File: src/rtl/dcm_reset_seq_if.sv
// Bus-side signal bundle for the DCM reset/lock sequencer: software request
// and raw LOCKED inputs in, DCM reset drive and status out.
interface dcm_reset_seq_if #(
    parameter int NUM_DCM = 2
);
    // No valid/ready pair: sw_reset_req is a level whose rising edge restarts the
    // sequence, dcm_locked is raw and asynchronous, and every status output is a
    // registered level that may be sampled at any time.
    logic               sw_reset_req;
    logic [NUM_DCM-1:0] dcm_locked;
    logic [NUM_DCM-1:0] dcm_rst;
    logic               clk_ok;
    logic               lock_fail;
    logic [1:0]         seq_state;
    logic [3:0]         retry_count;
    logic [7:0]         lost_lock_cnt;

    modport master (
        input  sw_reset_req, dcm_locked,
        output dcm_rst, clk_ok, lock_fail, seq_state, retry_count, lost_lock_cnt
    );

    modport slave (
        output sw_reset_req, dcm_locked,
        input  dcm_rst, clk_ok, lock_fail, seq_state, retry_count, lost_lock_cnt
    );
endinterface

File: src/rtl/dcm_reset_seq.sv
// Reset/lock sequencer for Spartan-6 DCM_SP instances: holds them in reset,
// releases together or in cascade, retries on timeout, restarts on lock loss.
module dcm_reset_seq #(
    parameter int NUM_DCM      = 2,
    parameter int RST_CYCLES   = 30,
    parameter int LOCK_TIMEOUT = 4096,
    parameter int MAX_RETRY    = 3,
    parameter int CASCADE      = 1,
    parameter int CNT_W        = 16
) (
    input  logic            xclk,
    input  logic            cpld_reset,
    dcm_reset_seq_if.master bus
);
    localparam int STG_W = (NUM_DCM > 1) ? $clog2(NUM_DCM) : 1;

    typedef enum logic [1:0] {
        HOLD = 2'd0,
        WAIT = 2'd1,
        RUN  = 2'd2,
        FAIL = 2'd3
    } state_t;

    state_t             state, state_nx;
    logic [CNT_W-1:0]   cnt, cnt_nx;
    logic [STG_W-1:0]   stage, stage_nx;
    logic [3:0]         retry, retry_nx;
    logic [7:0]         lost, lost_nx;
    logic [NUM_DCM-1:0] lock_m, lock_s;
    logic               h1, h2, sw_pulse;
    logic [NUM_DCM-1:0] rst_q, rst_nx;
    logic               ok_q, fail_q;
    logic               all_locked, stage_locked, last_stage, timeout;

    // LOCKED is asynchronous to xclk; the request level is edge-detected after two flops.
    always_ff @(posedge xclk or negedge cpld_reset) begin
        if (!cpld_reset) begin
            lock_m <= '0;
            lock_s <= '0;
            h1     <= 1'b0;
            h2     <= 1'b0;
        end else begin
            lock_m <= bus.dcm_locked;
            lock_s <= lock_m;
            h1     <= bus.sw_reset_req;
            h2     <= h1;
        end
    end

    assign sw_pulse     = h1 & ~h2;
    assign all_locked   = &lock_s;
    assign stage_locked = lock_s[stage];
    assign last_stage   = (stage == STG_W'(NUM_DCM - 1));
    assign timeout      = (cnt == CNT_W'(LOCK_TIMEOUT - 1));

    always_comb begin
        state_nx = state;
        cnt_nx   = cnt;
        stage_nx = stage;
        retry_nx = retry;
        lost_nx  = lost;
        if (sw_pulse) begin
            state_nx = HOLD;
            cnt_nx   = '0;
            stage_nx = '0;
            retry_nx = '0;
        end else begin
            case (state)
                HOLD: begin
                    if (cnt == CNT_W'(RST_CYCLES - 1)) begin
                        state_nx = WAIT;
                        cnt_nx   = '0;
                        stage_nx = '0;
                    end else begin
                        cnt_nx = cnt + 1'b1;
                    end
                end
                WAIT: begin
                    // A lock arriving together with the timeout counts as an advance.
                    if (CASCADE == 0 && all_locked) begin
                        state_nx = RUN;
                        cnt_nx   = '0;
                    end else if (CASCADE != 0 && stage_locked) begin
                        cnt_nx = '0;
                        if (last_stage) state_nx = RUN;
                        else            stage_nx = stage + 1'b1;
                    end else if (timeout) begin
                        cnt_nx = '0;
                        if (retry < 4'(MAX_RETRY)) begin
                            retry_nx = retry + 1'b1;
                            state_nx = HOLD;
                        end else begin
                            state_nx = FAIL;
                        end
                    end else begin
                        cnt_nx = cnt + 1'b1;
                    end
                end
                RUN: begin
                    if (!all_locked) begin
                        state_nx = HOLD;
                        cnt_nx   = '0;
                        stage_nx = '0;
                        retry_nx = '0;
                        if (lost != 8'hFF) lost_nx = lost + 1'b1;
                    end
                end
                default: state_nx = FAIL;
            endcase
        end
    end

    // Outputs are decoded from the next state so they update on the same edge as the FSM.
    always_comb begin
        rst_nx = '1;
        case (state_nx)
            WAIT: begin
                if (CASCADE == 0) begin
                    rst_nx = '0;
                end else begin
                    for (int i = 0; i < NUM_DCM; i++) rst_nx[i] = (i > int'(stage_nx));
                end
            end
            RUN:     rst_nx = '0;
            default: rst_nx = '1;
        endcase
    end

    always_ff @(posedge xclk or negedge cpld_reset) begin
        if (!cpld_reset) begin
            state  <= HOLD;
            cnt    <= '0;
            stage  <= '0;
            retry  <= '0;
            lost   <= '0;
            rst_q  <= '1;
            ok_q   <= 1'b0;
            fail_q <= 1'b0;
        end else begin
            state  <= state_nx;
            cnt    <= cnt_nx;
            stage  <= stage_nx;
            retry  <= retry_nx;
            lost   <= lost_nx;
            rst_q  <= rst_nx;
            ok_q   <= (state_nx == RUN);
            fail_q <= (state_nx == FAIL);
        end
    end

    assign bus.dcm_rst       = rst_q;
    assign bus.clk_ok        = ok_q;
    assign bus.lock_fail     = fail_q;
    assign bus.seq_state     = state;
    assign bus.retry_count   = retry;
    assign bus.lost_lock_cnt = lost;
endmodule

File: src/flat_wrapper.sv
// flat-port wrapper written by rule: the top's interface ports become plain ports
module dcm_reset_seq_flat 
#(
    parameter int NUM_DCM      = 2,
    parameter int RST_CYCLES   = 30,
    parameter int LOCK_TIMEOUT = 4096,
    parameter int MAX_RETRY    = 3,
    parameter int CASCADE      = 1,
    parameter int CNT_W        = 16
)
  (xclk, cpld_reset, bus_sw_reset_req, bus_dcm_locked, bus_dcm_rst, bus_clk_ok, bus_lock_fail, bus_seq_state, bus_retry_count, bus_lost_lock_cnt);
  dcm_reset_seq_if #(.NUM_DCM(NUM_DCM)) bus_i ();
  input  logic xclk;
  input  logic cpld_reset;
  input wire logic [$bits(bus_i.sw_reset_req)-1:0] bus_sw_reset_req;
  input wire logic [$bits(bus_i.dcm_locked)-1:0] bus_dcm_locked;
  output wire logic [$bits(bus_i.dcm_rst)-1:0] bus_dcm_rst;
  output wire logic [$bits(bus_i.clk_ok)-1:0] bus_clk_ok;
  output wire logic [$bits(bus_i.lock_fail)-1:0] bus_lock_fail;
  output wire logic [$bits(bus_i.seq_state)-1:0] bus_seq_state;
  output wire logic [$bits(bus_i.retry_count)-1:0] bus_retry_count;
  output wire logic [$bits(bus_i.lost_lock_cnt)-1:0] bus_lost_lock_cnt;
  assign bus_i.sw_reset_req = bus_sw_reset_req;
  assign bus_i.dcm_locked = bus_dcm_locked;
  assign bus_dcm_rst = bus_i.dcm_rst;
  assign bus_clk_ok = bus_i.clk_ok;
  assign bus_lock_fail = bus_i.lock_fail;
  assign bus_seq_state = bus_i.seq_state;
  assign bus_retry_count = bus_i.retry_count;
  assign bus_lost_lock_cnt = bus_i.lost_lock_cnt;
  dcm_reset_seq #(.NUM_DCM(NUM_DCM), .RST_CYCLES(RST_CYCLES), .LOCK_TIMEOUT(LOCK_TIMEOUT), .MAX_RETRY(MAX_RETRY), .CASCADE(CASCADE), .CNT_W(CNT_W)) u_core (.xclk(xclk), .cpld_reset(cpld_reset), .bus(bus_i));
endmodule
File: config.mk
export PLATFORM = sky130hd
export DESIGN_NAME = dcm_reset_seq_flat
export DESIGN_NICKNAME = d
export VERILOG_FILES = /design/src/rtl/dcm_reset_seq_if.sv /design/src/rtl/dcm_reset_seq.sv /design/src/flat_wrapper.sv
export SDC_FILE = /design/constraint.sdc
export NUM_CORES = 1
export LEC_CHECK = 0
export BUFFER_PORTS_ARGS = -buffer_cell sky130_fd_sc_hd__buf_4
export CORE_MARGIN = 5
export CORE_UTILIZATION = 50
export CTS_CLUSTER_DIAMETER = 50
export DETAILED_ROUTE_END_ITERATION = 16
export GPL_ROUTABILITY_DRIVEN = 0
export PLACE_DENSITY = 0.7
export RECOVER_POWER = 25
export SYNTH_ARGS = -nofsm -noshare
export SYNTH_HDL_FRONTEND = slang
export SYNTH_SLANG_ARGS = --single-unit
File: constraint.sdc
create_clock -name xclk -period 5 [get_ports xclk]
set_clock_uncertainty 0.1 [all_clocks]
set_input_delay 1 -clock xclk [delete_from_list [all_inputs] [get_ports xclk]]
set_output_delay 1 -clock xclk [all_outputs]
set_load 0.01 [all_outputs]
Word-level counts from Yosys, hierarchy flattened
Cells that the tools add are included.
Widths: inputs -> output; s select.
{"block": "totals", "register_bits": 41, "inputBits": 5, "out_inout_bits": 18, "word_cells": 71}
{"block": "op_classes", "n_reduce_logical": 7, "eq_ne": 12, "n_bitwise": 4, "add_sub_neg": 4, "muxes": 29, "n_lt_le_gt_ge": 3}
{"op": "$mux 16", "n": 5}
{"op": "$pmux 16 s3", "n": 1}
{"op": "$mux 4", "n": 5}
{"op": "$add 16x1->16 const B", "n": 1}
{"op": "$eq 16x12->1 const B", "n": 1}
{"op": "$eq 16x5->1 const B", "n": 1}
{"op": "$mux 2", "n": 7}
{"op": "$add 8x1->8 const B", "n": 1}
{"op": "$ne 8x8->1 const B", "n": 1}
{"op": "$pmux 4 s2", "n": 1}
{"op": "$mux 1", "n": 7}
{"op": "$eq 2x2->1 const B", "n": 3}
{"op": "$ne 3x1->1 const B", "n": 2}
{"op": "$ne 3x2->1 const B", "n": 2}
{"op": "$pmux 2 s3", "n": 1}
{"op": "$reduce_and 5->1", "n": 1}
{"op": "$add 4x1->4 const B", "n": 1}
{"op": "$eq 2x1->1 const B", "n": 2}
{"op": "$lt 4x2->1 const B", "n": 1}
{"op": "$pmux 2 s2", "n": 1}
{"op": "$reduce_and 2->1", "n": 2}
{"op": "$reduce_and 4->1", "n": 1}
{"op": "$reduce_bool 4->1", "n": 1}
{"op": "$not 1->1", "n": 3}
{"op": "7 further kinds", "n": 7}

Longest topological paths before layout
{"block": "depth", "ltp_word": 8, "mapped_depth": 9, "ltp_nobuf": 9}

Worst setup path after synthesis
OpenSTA, ideal clock, no wires.
{"block": "synth_path", "path_kind": "register to register", "from": "reg u_core.cnt[13]", "to": "reg u_core.rst_q[1], in the netlist u_core.bus.dcm_rst[1]", "required_time_ns": 4.825, "period_less_slack_ns": 2.462, "path_stages_with_launch": 8, "slack_ns": 2.538, "setup_ns": 0.075, "path_buffers": 0, "arrival_ns": 2.287, "path_cell_list": "dfrtp_1 or4_4 or4_4 nor2_1 o21ai_0 o31a_1 ha_1 mux2i_1"}
{"block": "synth_via", "elab_chain_len": 7, "word_cells_on_any_way": 14, "classes_between": "order compare: 1; eq/ne: 4; mux: 9"}
{"element": "start: declaration", "line": "dcm_reset_seq.sv:25", "rtl": "logic [CNT_W-1:0] cnt, cnt_nx;"}
{"element": "start signal: assignment", "line": "dcm_reset_seq.sv:141", "rtl": "cnt <= cnt_nx;"}
{"element": "$eq 16x12->1", "line": "dcm_reset_seq.sv:54", "rtl": "assign timeout = (cnt == CNT_W'(LOCK_TIMEOUT - 1));"}
{"element": "$mux 2", "line": "dcm_reset_seq.sv:87", "rtl": "end else if (timeout) begin"}
{"element": "$mux 2", "line": "dcm_reset_seq.sv:83", "rtl": "end else if (CASCADE != 0 && stage_locked) begin"}
{"element": "$pmux 2 s3 (*)", "line": "dcm_reset_seq.sv:68", "rtl": "case (state)"}
{"element": "$mux 2 (*)", "line": "dcm_reset_seq.sv:62", "rtl": "if (sw_pulse) begin"}
{"element": "via u_core.state_nx[1]", "line": "dcm_reset_seq.sv:24", "rtl": "state_t state, state_nx;"}
{"element": "$eq 2x2->1 or $eq 2x1->1 (tied branches)", "line": "dcm_reset_seq.sv:116", "rtl": "case (state_nx)"}
{"element": "$pmux 2 s2 (*)", "line": "dcm_reset_seq.sv:116"}
{"element": "via u_core.rst_nx[1]", "line": "dcm_reset_seq.sv:31", "rtl": "logic [NUM_DCM-1:0] rst_q, rst_nx;"}
{"element": "end signal: assignment", "line": "dcm_reset_seq.sv:145", "rtl": "rst_q <= rst_nx;"}
{"element": "end: declaration", "line": "dcm_reset_seq.sv:31"}
Mark *: on every way through the listed nets, which the timed path passes. The rest lies on a longest branch.
A chain may end at the register's enable or synchronous reset.

Worst setup path after layout
Same ends and word-level chain as after synthesis.

==> flow_summary.ini <==
[route]
dr.pass1.iters = 4
drc_errors = 0
viasPerCell = 5.75
routed_wl_um = 4130
drtIter0Drc = 62
wl_per_cell_um = 14.2
dr_total_vias = 1674
ant_nets = 0

[sta]
drv_slew = 42
worstMarginPinSlew_ns = 2.10
worst_slack_ns = 2.29
max-slew-margin-rel_pct = -40.1
rsz0062_at_grt = false
setup_viol = 0
setup_tns_ns = 0
hold_violations = 0
fmax_ghz = 0.369
finalCritPeriodShare_pct = 54.2
min_period_ns = 2.71

[worst_setup_path]
critPathCaptureType = flip-flop
worst_ep_arrival_time_ns = 2.82
reg2reg_slack_ns = 2.29
worstSetupPathType = reg2reg
r2r-start = u_core.cnt[13]
r2r_cells = 7
cp_max_fo = 6
startpoint = u_core.cnt[13]
startpoint_type = flip-flop
cp.required_ns = 5.11
r2r-end = u_core.bus.dcm_rst[1]

[clocking]
clock_path_buffers = 2
clkLatencyLatePin_ns = 0.29
root_buffer = clkbuf_8
cts_made_buffers = 5
clkSinkCount = 41
cts_max_level = 2
cts_resized = 0
clk_pin_slew_ns = 0.08
hold_buffers = 0
postCtsSetupBuffers = 0
cts_tree = yes

[synthesis]
synth-xor-area-share_pct = 6.07
synth_cell_types = 48
synth-edff-count = 0
synth_top_cell_by_area = dfrtp_1
synth_cells = 212
synth.area.top_cells = dfrtp_1 45%, ha_1 6.9%, xor2_1 4.0%
synth_async_sr_flop_share_pct = 100
synth_top_area_share_pct = 45.1
muxShareOfSynthArea_pct = 2.20
synthSimpleGateAreaFrac_pct = 24.2
ys_seq_elements = 41
yosysWarnings = 0
synth-main-ff-cell = dfrtp_1
syn_area_um2 = 2160
syn_avg_cell_area_um2 = 10.2
synthAdderAreaFrac_pct = 6.94
yosysSeqAreaShare_pct = 47.5
synth_top_family_by_area = simple AND/OR/NAND/NOR gates
syn_nets = 229
synth_compound_area_share_pct = 11.4

[pwr]
pwr-share-seq_pct = 51.1
ir_drop_mv = 0.134
pwr-share-comb_pct = 12.9
p_per_area_nw_per_um2 = 304
p_int_mw = 0.568
pwr-share-clk_pct = 36.0
p_leak_nw = 1.12
p_switching_mw = 0.192
swShare_pct = 25.3

[outcome]
outcome = finished with violations
violations = capacitance limit, slew limit

[layout]
final_core_util_pct = 58.6
final_common_cell = dfrtp_1
drive_gt1_share_pct = 17.2
final_cell_mix = 39 x dfrtp_1, 21 x nor2_1, 18 x buf_4
nNetsFinal = 255
area_growth_pct = 15.4
n_antenna_cell = 0

[floorplanning]
die_w_um = 75.8
design.core.area_um2 = 4260
die_y_um = 75.8
die_area_um2 = 5740
std_cell_rows = 24
io_pins = 23
start_util_pct = 50.7

[grt]
grt_pass1_vias = 1520
grt-ovfl-total = 0
grt_start_max_net_pins = 42
track_usage_pct = 16.2
antenna_found_initial = 0
grt_pass1_wl_um = 7080

[worst_hold_path]
hold_class = reg2reg
hp-start = u_core.lock_m[0]
worstHoldPathCells = 0
min_to = u_core.lock_s[0]

[placed_design]
port_buffers = 22
post-place-ws_ns = 2.33
dp_hpwl_um = 3010

[flow_run]
drv_cap = 1
-- cell usage after synthesis (2+ instances only) --
master    number
a21oi_1        3
a22o_1         5
a31oi_1        4
and2_1         3
and3_1         6
and4_1         2
clkbuf_1       2
dfrtp_1       39
dfstp_2        2
ha_1          12
inv_1          6
mux2_2         2
nand2_1       15
nand2b_1       2
nand3_1       14
nand4_1        9
nand4b_1       2
nor2_1        21
nor2b_1        4
nor3_1         6
nor4_1         2
o21ai_0       11
or4_4          2
xnor2_1        5
xor2_1        10
-- final cells by class --
type	instances	area, µm²
clock buffers	6	82.6
clock inverters	2	37.5
fillers	370	1770
inverters	6	22.5
multi-input cells	162	1100
flip-flops and latches	41	1030
well taps	52	65.1
repair buffers	22	161
-- how the worst max path moves through the flow --
stage | end | slack (ns) | depth (start not counted)
floorplan | u_core.bus.dcm_rst[1] | 2.54 | 7
global placement | u_core.cnt[12] | 2.39 | 6
detailed placement | u_core.cnt[2] | 2.33 | 6
CTS | u_core.bus.dcm_rst[1] | 2.31 | 7
global route | u_core.cnt[8] | 1.90 | 1
finish | u_core.bus.dcm_rst[1] | 2.29 | 7
-- cells by family after synthesis --
logic type | count (synthesis)
flops | 41
compound gates | 34
mux | 4
simple gates | 97
xor+xnor | 15
buf+inv | 9
fa+ha+maj | 12
-- layer usage --
layer | up-vias | GRT usage, % | wire length (µm)
met1 | 804 | 22.1 | 1930
met4 | 0 | 6.80 | 71
li1 | 826 | - | -
met5 | - | 0 | 0
met2 | 37 | 24.5 | 1940
met3 | 7 | 3.96 | 201
-- state kept, by name (all words and copies together), names as in the netlist --
register	count
u_core.cnt	16
u_core.lock_s	2
u_core.bus.clk_ok	1
u_core.bus.retry_count	4
u_core.h1	1
u_core.bus.dcm_rst	2
u_core.lock_m	2
u_core.bus.seq_state	2
u_core.last_stage	1
u_core.bus.lock_fail	1
u_core.bus.lost_lock_cnt	8
u_core.h2	1
-- critical path, cell delays in order, from the launching register on --
cell	delay, ns
dfrtp_1	0.45
or4_4	0.58
or4_4	0.52
nor2_1	0.19
o21ai_0	0.14
o31a_1	0.32
ha_1	0.21
mux2i_1	0.13
-- power by group through the flow --
stage | Combinational [mW] | Clock, mW | Sequential [mW]
floorplan | 0.0563 | 0 | 0.393
global placement | 0.0991 | 0 | 0.393
detailed placement | 0.0998 | 0 | 0.394
CTS | 0.101 | 0.284 | 0.388
global route | 0.114 | 0.297 | 0.393
finish | 0.0977 | 0.274 | 0.388
-- metrics by stage --
step	power, mW	hold WS (ns)	cells	cell area [µm²]
floorplan	0.449	0.231	212	2160
finish	0.760	0.253	291	2500
global route	0.804	0.266	291	2500
detailed placement	0.494	0.236	283	2380
CTS	0.772	0.255	291	2500
global placement	0.492	0.233	283	2380
No activity file was read; power rests on OpenSTA's default activity.
